[src/rtl/instr_fetch_unit_if.sv]
// Fetch-stage bus: control-unit handshake plus the instruction memory read port.
// The fetch unit takes the master modport; the surrounding CPU/memory take the slave modport.
interface instr_fetch_unit_if #(
   parameter int unsigned ADDR_W = 16,
   parameter int unsigned DATA_W = 16
);
   logic [ADDR_W-1:0] pc_addr;
   logic              fetch_req;
   logic              ir_consume;
   logic              flush;
   logic [ADDR_W-1:0] mem_addr;
   logic              mem_rd;
   logic              mem_ack;
   logic [DATA_W-1:0] mem_data;
   logic [DATA_W-1:0] ir_out;
   logic              ir_valid;
   logic              pc_inc;
   logic              busy;
   logic              fetch_err;

   modport master (
      input  pc_addr, fetch_req, ir_consume, flush, mem_ack, mem_data,
      output mem_addr, mem_rd, ir_out, ir_valid, pc_inc, busy, fetch_err
   );

   modport slave (
      output pc_addr, fetch_req, ir_consume, flush, mem_ack, mem_data,
      input  mem_addr, mem_rd, ir_out, ir_valid, pc_inc, busy, fetch_err
   );
endinterface

[src/rtl/instr_fetch_unit.sv]
// Fetch stage: handshaked instruction-memory read into IR, then a one-cycle PC increment pulse.
// Define FETCH_TIMEOUT_EN to add a WAIT-state timeout with a sticky fetch_err flag.
module instr_fetch_unit #(
   parameter int unsigned ADDR_W = 16,
   parameter int unsigned DATA_W = 16
`ifdef FETCH_TIMEOUT_EN
   ,
   parameter int unsigned TIMEOUT = 15
`endif
) (
   input logic                clk,
   input logic                rst,
   instr_fetch_unit_if.master bus
);
   typedef enum logic [1:0] {StIdle, StWait, StFlush} state_e;

   state_e            state_q, state_d;
   logic [ADDR_W-1:0] addr_q, addr_d;
   logic              rd_q, rd_d;
   logic [DATA_W-1:0] ir_q, ir_d;
   logic              irv_q, irv_d;
   logic              inc_q, inc_d;
   logic              timeout;

`ifdef FETCH_TIMEOUT_EN
   localparam int unsigned CntW = $clog2(TIMEOUT + 1);

   logic [CntW-1:0] cnt_q, cnt_d;
   logic            err_q, err_d;

   assign timeout = (cnt_q == CntW'(TIMEOUT - 1));

   // Counter idles at zero outside WAIT, so every entry to WAIT starts a fresh count.
   always_comb begin
      cnt_d = '0;
      err_d = err_q;
      if (state_q == StWait && !bus.mem_ack) begin
         cnt_d = cnt_q + 1'b1;
      end
      if (state_q == StWait && !bus.flush && !bus.mem_ack && timeout) begin
         err_d = 1'b1;
      end
      if (bus.flush) begin
         err_d = 1'b0;
      end
   end

   always_ff @(posedge clk) begin
      if (rst) begin
         cnt_q <= '0;
         err_q <= 1'b0;
      end else begin
         cnt_q <= cnt_d;
         err_q <= err_d;
      end
   end

   assign bus.fetch_err = err_q;
`else
   assign timeout       = 1'b0;
   assign bus.fetch_err = 1'b0;
`endif

   always_comb begin
      state_d = state_q;
      addr_d  = addr_q;
      rd_d    = rd_q;
      ir_d    = ir_q;
      irv_d   = irv_q & ~bus.ir_consume;
      inc_d   = 1'b0;
      unique case (state_q)
         StIdle: begin
            if (bus.fetch_req && (!irv_q || bus.ir_consume) && !bus.flush) begin
               addr_d  = bus.pc_addr;
               rd_d    = 1'b1;
               state_d = StWait;
            end
         end
         StWait: begin
            if (bus.flush) begin
               // A same-cycle ack is simply dropped; otherwise drain the late ack in StFlush.
               rd_d    = 1'b0;
               state_d = bus.mem_ack ? StIdle : StFlush;
            end else if (bus.mem_ack) begin
               ir_d    = bus.mem_data;
               irv_d   = 1'b1;
               inc_d   = 1'b1;
               rd_d    = 1'b0;
               state_d = StIdle;
            end else if (timeout) begin
               rd_d    = 1'b0;
               state_d = StFlush;
            end
         end
         StFlush: begin
            if (bus.mem_ack) begin
               state_d = StIdle;
            end
         end
         default: state_d = StIdle;
      endcase
      if (bus.flush) begin
         irv_d = 1'b0;
      end
   end

   always_ff @(posedge clk) begin
      if (rst) begin
         state_q <= StIdle;
         addr_q  <= '0;
         rd_q    <= 1'b0;
         ir_q    <= '0;
         irv_q   <= 1'b0;
         inc_q   <= 1'b0;
      end else begin
         state_q <= state_d;
         addr_q  <= addr_d;
         rd_q    <= rd_d;
         ir_q    <= ir_d;
         irv_q   <= irv_d;
         inc_q   <= inc_d;
      end
   end

   assign bus.mem_addr = addr_q;
   assign bus.mem_rd   = rd_q;
   assign bus.ir_out   = ir_q;
   assign bus.ir_valid = irv_q;
   assign bus.pc_inc   = inc_q;
   assign bus.busy     = (state_q != StIdle);
endmodule

[src/flat_wrapper.sv]
// flat-port wrapper written by rule: the top's interface ports become plain ports
module instr_fetch_unit_flat 
#(
   parameter int unsigned ADDR_W = 16,
   parameter int unsigned DATA_W = 16

)
  (clk, rst, bus_pc_addr, bus_fetch_req, bus_ir_consume, bus_flush, bus_mem_ack, bus_mem_data, bus_mem_addr, bus_mem_rd, bus_ir_out, bus_ir_valid, bus_pc_inc, bus_busy, bus_fetch_err);
  instr_fetch_unit_if #(.ADDR_W(ADDR_W), .DATA_W(DATA_W)) bus_i ();
  input logic clk;
  input logic rst;
  input wire logic [$bits(bus_i.pc_addr)-1:0] bus_pc_addr;
  input wire logic [$bits(bus_i.fetch_req)-1:0] bus_fetch_req;
  input wire logic [$bits(bus_i.ir_consume)-1:0] bus_ir_consume;
  input wire logic [$bits(bus_i.flush)-1:0] bus_flush;
  input wire logic [$bits(bus_i.mem_ack)-1:0] bus_mem_ack;
  input wire logic [$bits(bus_i.mem_data)-1:0] bus_mem_data;
  output wire logic [$bits(bus_i.mem_addr)-1:0] bus_mem_addr;
  output wire logic [$bits(bus_i.mem_rd)-1:0] bus_mem_rd;
  output wire logic [$bits(bus_i.ir_out)-1:0] bus_ir_out;
  output wire logic [$bits(bus_i.ir_valid)-1:0] bus_ir_valid;
  output wire logic [$bits(bus_i.pc_inc)-1:0] bus_pc_inc;
  output wire logic [$bits(bus_i.busy)-1:0] bus_busy;
  output wire logic [$bits(bus_i.fetch_err)-1:0] bus_fetch_err;
  assign bus_i.pc_addr = bus_pc_addr;
  assign bus_i.fetch_req = bus_fetch_req;
  assign bus_i.ir_consume = bus_ir_consume;
  assign bus_i.flush = bus_flush;
  assign bus_i.mem_ack = bus_mem_ack;
  assign bus_i.mem_data = bus_mem_data;
  assign bus_mem_addr = bus_i.mem_addr;
  assign bus_mem_rd = bus_i.mem_rd;
  assign bus_ir_out = bus_i.ir_out;
  assign bus_ir_valid = bus_i.ir_valid;
  assign bus_pc_inc = bus_i.pc_inc;
  assign bus_busy = bus_i.busy;
  assign bus_fetch_err = bus_i.fetch_err;
  instr_fetch_unit #(.ADDR_W(ADDR_W), .DATA_W(DATA_W)) u_core (.clk(clk), .rst(rst), .bus(bus_i));
endmodule
[config.mk]
export PLATFORM = sky130hd
export DESIGN_NAME = instr_fetch_unit_flat
export DESIGN_NICKNAME = d
export VERILOG_FILES = /design/src/rtl/instr_fetch_unit_if.sv /design/src/rtl/instr_fetch_unit.sv /design/src/flat_wrapper.sv
export SDC_FILE = /design/constraint.sdc
export NUM_CORES = 1
export LEC_CHECK = 0
export BUFFER_PORTS_ARGS = -buffer_cell sky130_fd_sc_hd__buf_4
export CORE_MARGIN = 1.5
export CORE_UTILIZATION = 45
export CTS_CLUSTER_DIAMETER = 150
export DETAILED_ROUTE_END_ITERATION = 8
export PLACE_DENSITY = 0.77
export SLEW_MARGIN = 20
export SYNTH_ARGS = -nofsm -noshare
export SYNTH_HDL_FRONTEND = slang
export SYNTH_SLANG_ARGS = --single-unit
[constraint.sdc]
create_clock -name clk -period 1.6 [get_ports clk]
set_input_delay 0.24 -clock clk [delete_from_list [all_inputs] [get_ports clk]]
set_output_delay 0.24 -clock clk [all_outputs]
set_load 0.05 [all_outputs]
Word level (Yosys, flattened, before mapping)
Index checks and enable logic that the tools add are counted.
{ "op_classes": {"muxes": 12, "n_bitwise": 4, "reduce_logical": 13, "eq_ne": 4} }
{ "op_table": {"columns": ["cell", "n"], "rows": [
  ["2-to-1 mux 2 bit", 4],
  ["2-to-1 mux 1 bit", 6],
  ["one-hot mux 2 bit (3 select lines)", 1],
  ["AND reduction 3 bit", 2],
  ["nonzero test 2 bit", 2],
  ["!= test 3 bit, second input constant", 1],
  ["NOT 1 bit", 3],
  ["OR reduction 3 bit", 1],
  ["equality test 2 x 1 -> 1 bit, second input constant", 1],
  ["equality test 2 bit, second input constant", 1],
  ["logical AND 1 bit", 2],
  ["zero test 1 bit", 2],
  ["zero test 2 bit", 1],
  ["!= test 2 x 1 -> 1 bit, second input constant", 1],
  ["one-hot mux 1 bit (2 select lines)", 1],
  ["AND reduction 2 bit", 1],
  ["OR reduction 2 bit", 1],
  ["bitwise AND 1 bit", 1],
  ["logical OR 1 bit", 1]
]} }
{ "totals": {"register_bits": 37, "inputBits": 38, "output_inout_bits": 37, "elab_cells": 39} }

Depth between registers and ports, before layout
{ "logic_depth": {"depth_word": 6, "mapped_depth": 5, "mapped_depth_nobuf": 3} }

Least setup slack after synthesis
Ideal clock, no wire load.
{ "synth_path": {"kind": "reg-to-reg", "start": "reg u_core.irv_q (netlist: u_core.bus.ir_valid)", "end": "reg u_core.addr_q[0] (netlist: u_core.bus.mem_addr[0])", "t_arrival_ps": 1364, "stages_incl_launch_ff": 6, "synth_period_minus_slack_ps": 1483, "t_required_ps": 1481, "path_buffers": 2, "setup_time_ps": 119, "slack_ps": 117, "cell_sequence": "dfxtp_1 nand2b_1 and4b_1 buf_6 buf_8 mux2i_1"} }
{ "synth_via": {"elab_chain_len": 5} }
{ "synth_rtl": {"columns": ["element", "line_no", "rtl"], "rows": [
  ["start, declared", "instr_fetch_unit.sv:21", "logic irv_q, irv_d;"],
  ["start signal, assigned", "instr_fetch_unit.sv:120", "irv_q <= irv_d;"],
  ["zero test 1 bit", "instr_fetch_unit.sv:73", "if (bus.fetch_req && (!irv_q || bus.ir_consume) && !bus.flush) begin"],
  ["logical OR 1 bit", "instr_fetch_unit.sv:73", null],
  ["logical AND 1 bit (2 in a row)", "instr_fetch_unit.sv:73", null],
  ["AND reduction 2 bit (no line)", null, null],
  ["end signal, assigned", "instr_fetch_unit.sv:117", "addr_q <= addr_d;"],
  ["end, declared", "instr_fetch_unit.sv:18", "logic [ADDR_W-1:0] addr_q, addr_d;"]
]} }
No other way between the ends.
A chain may end at the register's enable or synchronous reset.

Worst setup path in the final report
{ "layout_path": {"start": "reg u_core.state_q[1]", "end": "out bus_busy"} }
{ "layout_via": {"elab_chain_len": 1} }
{ "layout_rtl": {"columns": ["element", "line_no", "rtl"], "rows": [
  ["start, declared", "instr_fetch_unit.sv:17", "state_e state_q, state_d;"],
  ["start signal, assigned", "instr_fetch_unit.sv:109", "state_q <= StIdle;"],
  ["start signal, assigned", "instr_fetch_unit.sv:116", "state_q <= state_d;"],
  ["nonzero test 2 bit", "instr_fetch_unit.sv:130", "assign bus.busy = (state_q != StIdle);"],
  ["end, declared", "flat_wrapper.sv:23", "output wire logic [$bits(bus_i.busy)-1:0] bus_busy;"]
]} }
No other way between the ends.

==> flow_metrics.tcl <==
set metrics [dict create \
    yosys.cell_types.count 24 \
    synth.yosys.seq_area_share_pct 49.1 \
    crit_arrival_ns 1.13 \
    status "finished clean" \
    worstPathRequired_ns 1.36 \
    cap_violations 0 \
    first_pass_grt_wire_length_um 5480 \
    fin_nets 274 \
    report.final.hold_viol_count 0 \
    clk_root_buffer_cell "clkbuf_4" \
    syn2layout_area_growth_pct 38.7 \
    totalNegativeSetupSlack_ns 0 \
    num_vias 1355 \
    post-dp-hpwl_um 2510 \
    gr-usage-met3_pct 8.10 \
    grtUsageMet2_pct 36.6 \
    h_tree_depth_reported_by_cts 2 \
    layout_min_cycle_time_ns 1.37 \
    floorplan.rows 20 \
    antenna_cells_inserted 0 \
    pwr_cell_area_nw_per_um2 824 \
    floorplan.core_area_um2 3130 \
    post_cts_resized 0 \
    largest_area_contributor_in_the_netlist "dfxtp_1" \
    finalWeightedCongestion 0.724 \
    postSynthRegisterBits 37 \
    timing.hold.ws_ns 0.105 \
    setup.worst_path.end_class "primary output" \
    antenna_found_initial 0 \
    power.static_leakage_nw 0.907 \
    globalRoute.totalOverflow 0 \
    timing.final.crit_share_pct 85.9 \
    setup-violations-final 0 \
    clk-insertion-delay-late_ns 0.33 \
    floorplan.die.height_um 60.9 \
    design.die.area_um2 3710 \
    yosys_most_used_dff "dfxtp_1" \
    synth-async-reset-ratio_pct 0 \
    timing.hold.worst_path_depth 2 \
    port-buffer-count 73 \
    synth_area_per_cell_um2 9.09 \
    route.detailed.drc 0 \
    post_route_antenna_net_violation_count 0 \
    grt_setup_unrepaired "false" \
    floorplan.initialDensity_pct 48.2 \
    clkSlewWorstSetupHoldPaths_ns 0.09 \
    grt_max_degree 54 \
    syn-cell-area_um2 1510 \
    yosys.cell_count.top_type "dfxtp_1" \
    numCtsBuffers 5 \
    numClockSinks 37 \
    reg2reg_depth 4 \
    detailedRoute.firstIterationViolations 49 \
    ioPinCount 75 \
    chipWidth_um 60.9 \
    synth.net_count 204 \
    yosys-top-cells-area "dfxtp_1, nand2b_1, mux2i_1, nand2_1, a21oi_1" \
    clock_skew_ns 0.000971 \
    startpoint_type "register" \
    final-max-slew-violation-count 0 \
    first_global_vias 1348 \
    cts_post_setup_buffers_inserted 0 \
    globalRoute.busiestLayer "met2" \
    worstHoldPathType "primary input to register" \
    met1_usage_pct 21.2 \
    drive_above_1_share_pct 35.3 \
    timing.fmax_mhz 728 \
    synth_enable_flop_cells 0 \
    criticalPathCategory "register to primary output" \
    detail_route.vias_per_cell 4.86 \
    post_synth_inst_count 166 \
    yosys.area.top_type_share_pct 49.1 \
    crit_fanout 6 \
    total_routed_length_um 3380 \
    firstDrtPassIters 4 \
    grt_util_all_layers_pct 20.4 \
    synth-warning-count 0 \
    cts-root-to-sink-buffers 2 \
    post_synth_most_frequent_cells "dfxtp_1, nand2_1, nand2b_1" \
    route.detailed.wl_per_inst_um 12.1 \
    cts_tree "done" \
    post_cts_hold_buffer_count 0 \
    power.ir.vdd_worst_mv 0.618 \
]
[metal layers]
metal / wire (µm) / vias to the layer above / part of all wire [%]
met5: 0 / - / 0
met4: 44 / 0 / 1.3
met3: 260 / 6 / 7.7
met2: 1720 / 50 / 51
met1: 1360 / 626 / 40
li1: - / 673 / -
[critical path, stage by stage (launching register included)]
cell and delay [ns]:
dfxtp_1 0.36, nor2_1 0.19, inv_1 0.06, buf_4 0.19
[cell type report]
class,count,area (µm²)
clock inverter,1,5.00
tap,44,55.1
timing repair buffer,75,563
sequential,37,741
multi-input combinational,116,688
fill,270,1030
clock buffer,5,37.5
inverter,1,3.75
[state kept, by name, indices dropped and copies added (netlist names)]
signal	flops
u_core.bus.ir_out	16
u_core.bus.mem_addr	16
u_core.state_q	2
u_core.bus.ir_valid	1
u_core.bus.mem_rd	1
u_core.bus.pc_inc	1
[power by group]
| group | switching [mW] | internal, mW | leakage, nW |
|---|---|---|---|
| logic | 0.193 | 0.142 | 0.580 |
| registers | 0.0177 | 0.951 | 0.301 |
| clock network | 0.269 | 0.152 | 0.0269 |
| total | 0.479 | 1.25 | 0.907 |
[stage by stage]
| step | total power [mW] | instances | area (µm²) | worst slack, ns | util, % |
|---|---|---|---|---|---|
| CTS | 1.75 | 279 | 2090 | 0.212 | 66.9 |
| global placement | 1.32 | 273 | 2050 | 0.374 | 65.6 |
| detailed placement | 1.33 | 273 | 2050 | 0.289 | 65.6 |
| global route | 1.81 | 279 | 2090 | 0.146 | 66.9 |
| floorplan | 1.20 | 166 | 1510 | 0.117 | - |
| finish | 1.73 | 279 | 2090 | 0.226 | 66.9 |
[cell usage in the layout, fill, tap and decap left out, drive strengths merged]
cell	instances
nor2b	2
nand2	34
dfxtp	37
and4bb	1
a21oi	19
buf	75
mux2i	16
inv	1
nand4b	1
nor2	3
and4b	1
nand4bb	1
conb	1
a211oi	1
nand2b	33
or2b	1
clkbuf	5
nor3	1
o21ai	1
clkinv	1
[worst paths after layout]
check | from | endpoint | slack [ns]
setup / recovery | u_core.state_q[1] | bus_busy | 0.23
hold / removal | bus_mem_ack | u_core.state_q[1] | 0.10
setup reg to reg | u_core.state_q[1] | u_core.bus.mem_addr[14] | 0.26
hold reg to reg | u_core.bus.ir_out[0] | u_core.bus.ir_out[0] | 0.46
[logic make-up after synthesis]
logic type	after synthesis	synth area share (%)
flip-flops	37	49.1
other	1	0.249
multiplexers	16	10.6
AO/OA/AOI/OAI	21	7.38
buffers and inverters	13	5.31
AND/OR/NAND/NOR	78	27.4
Power figures use the tool's default switching activity.
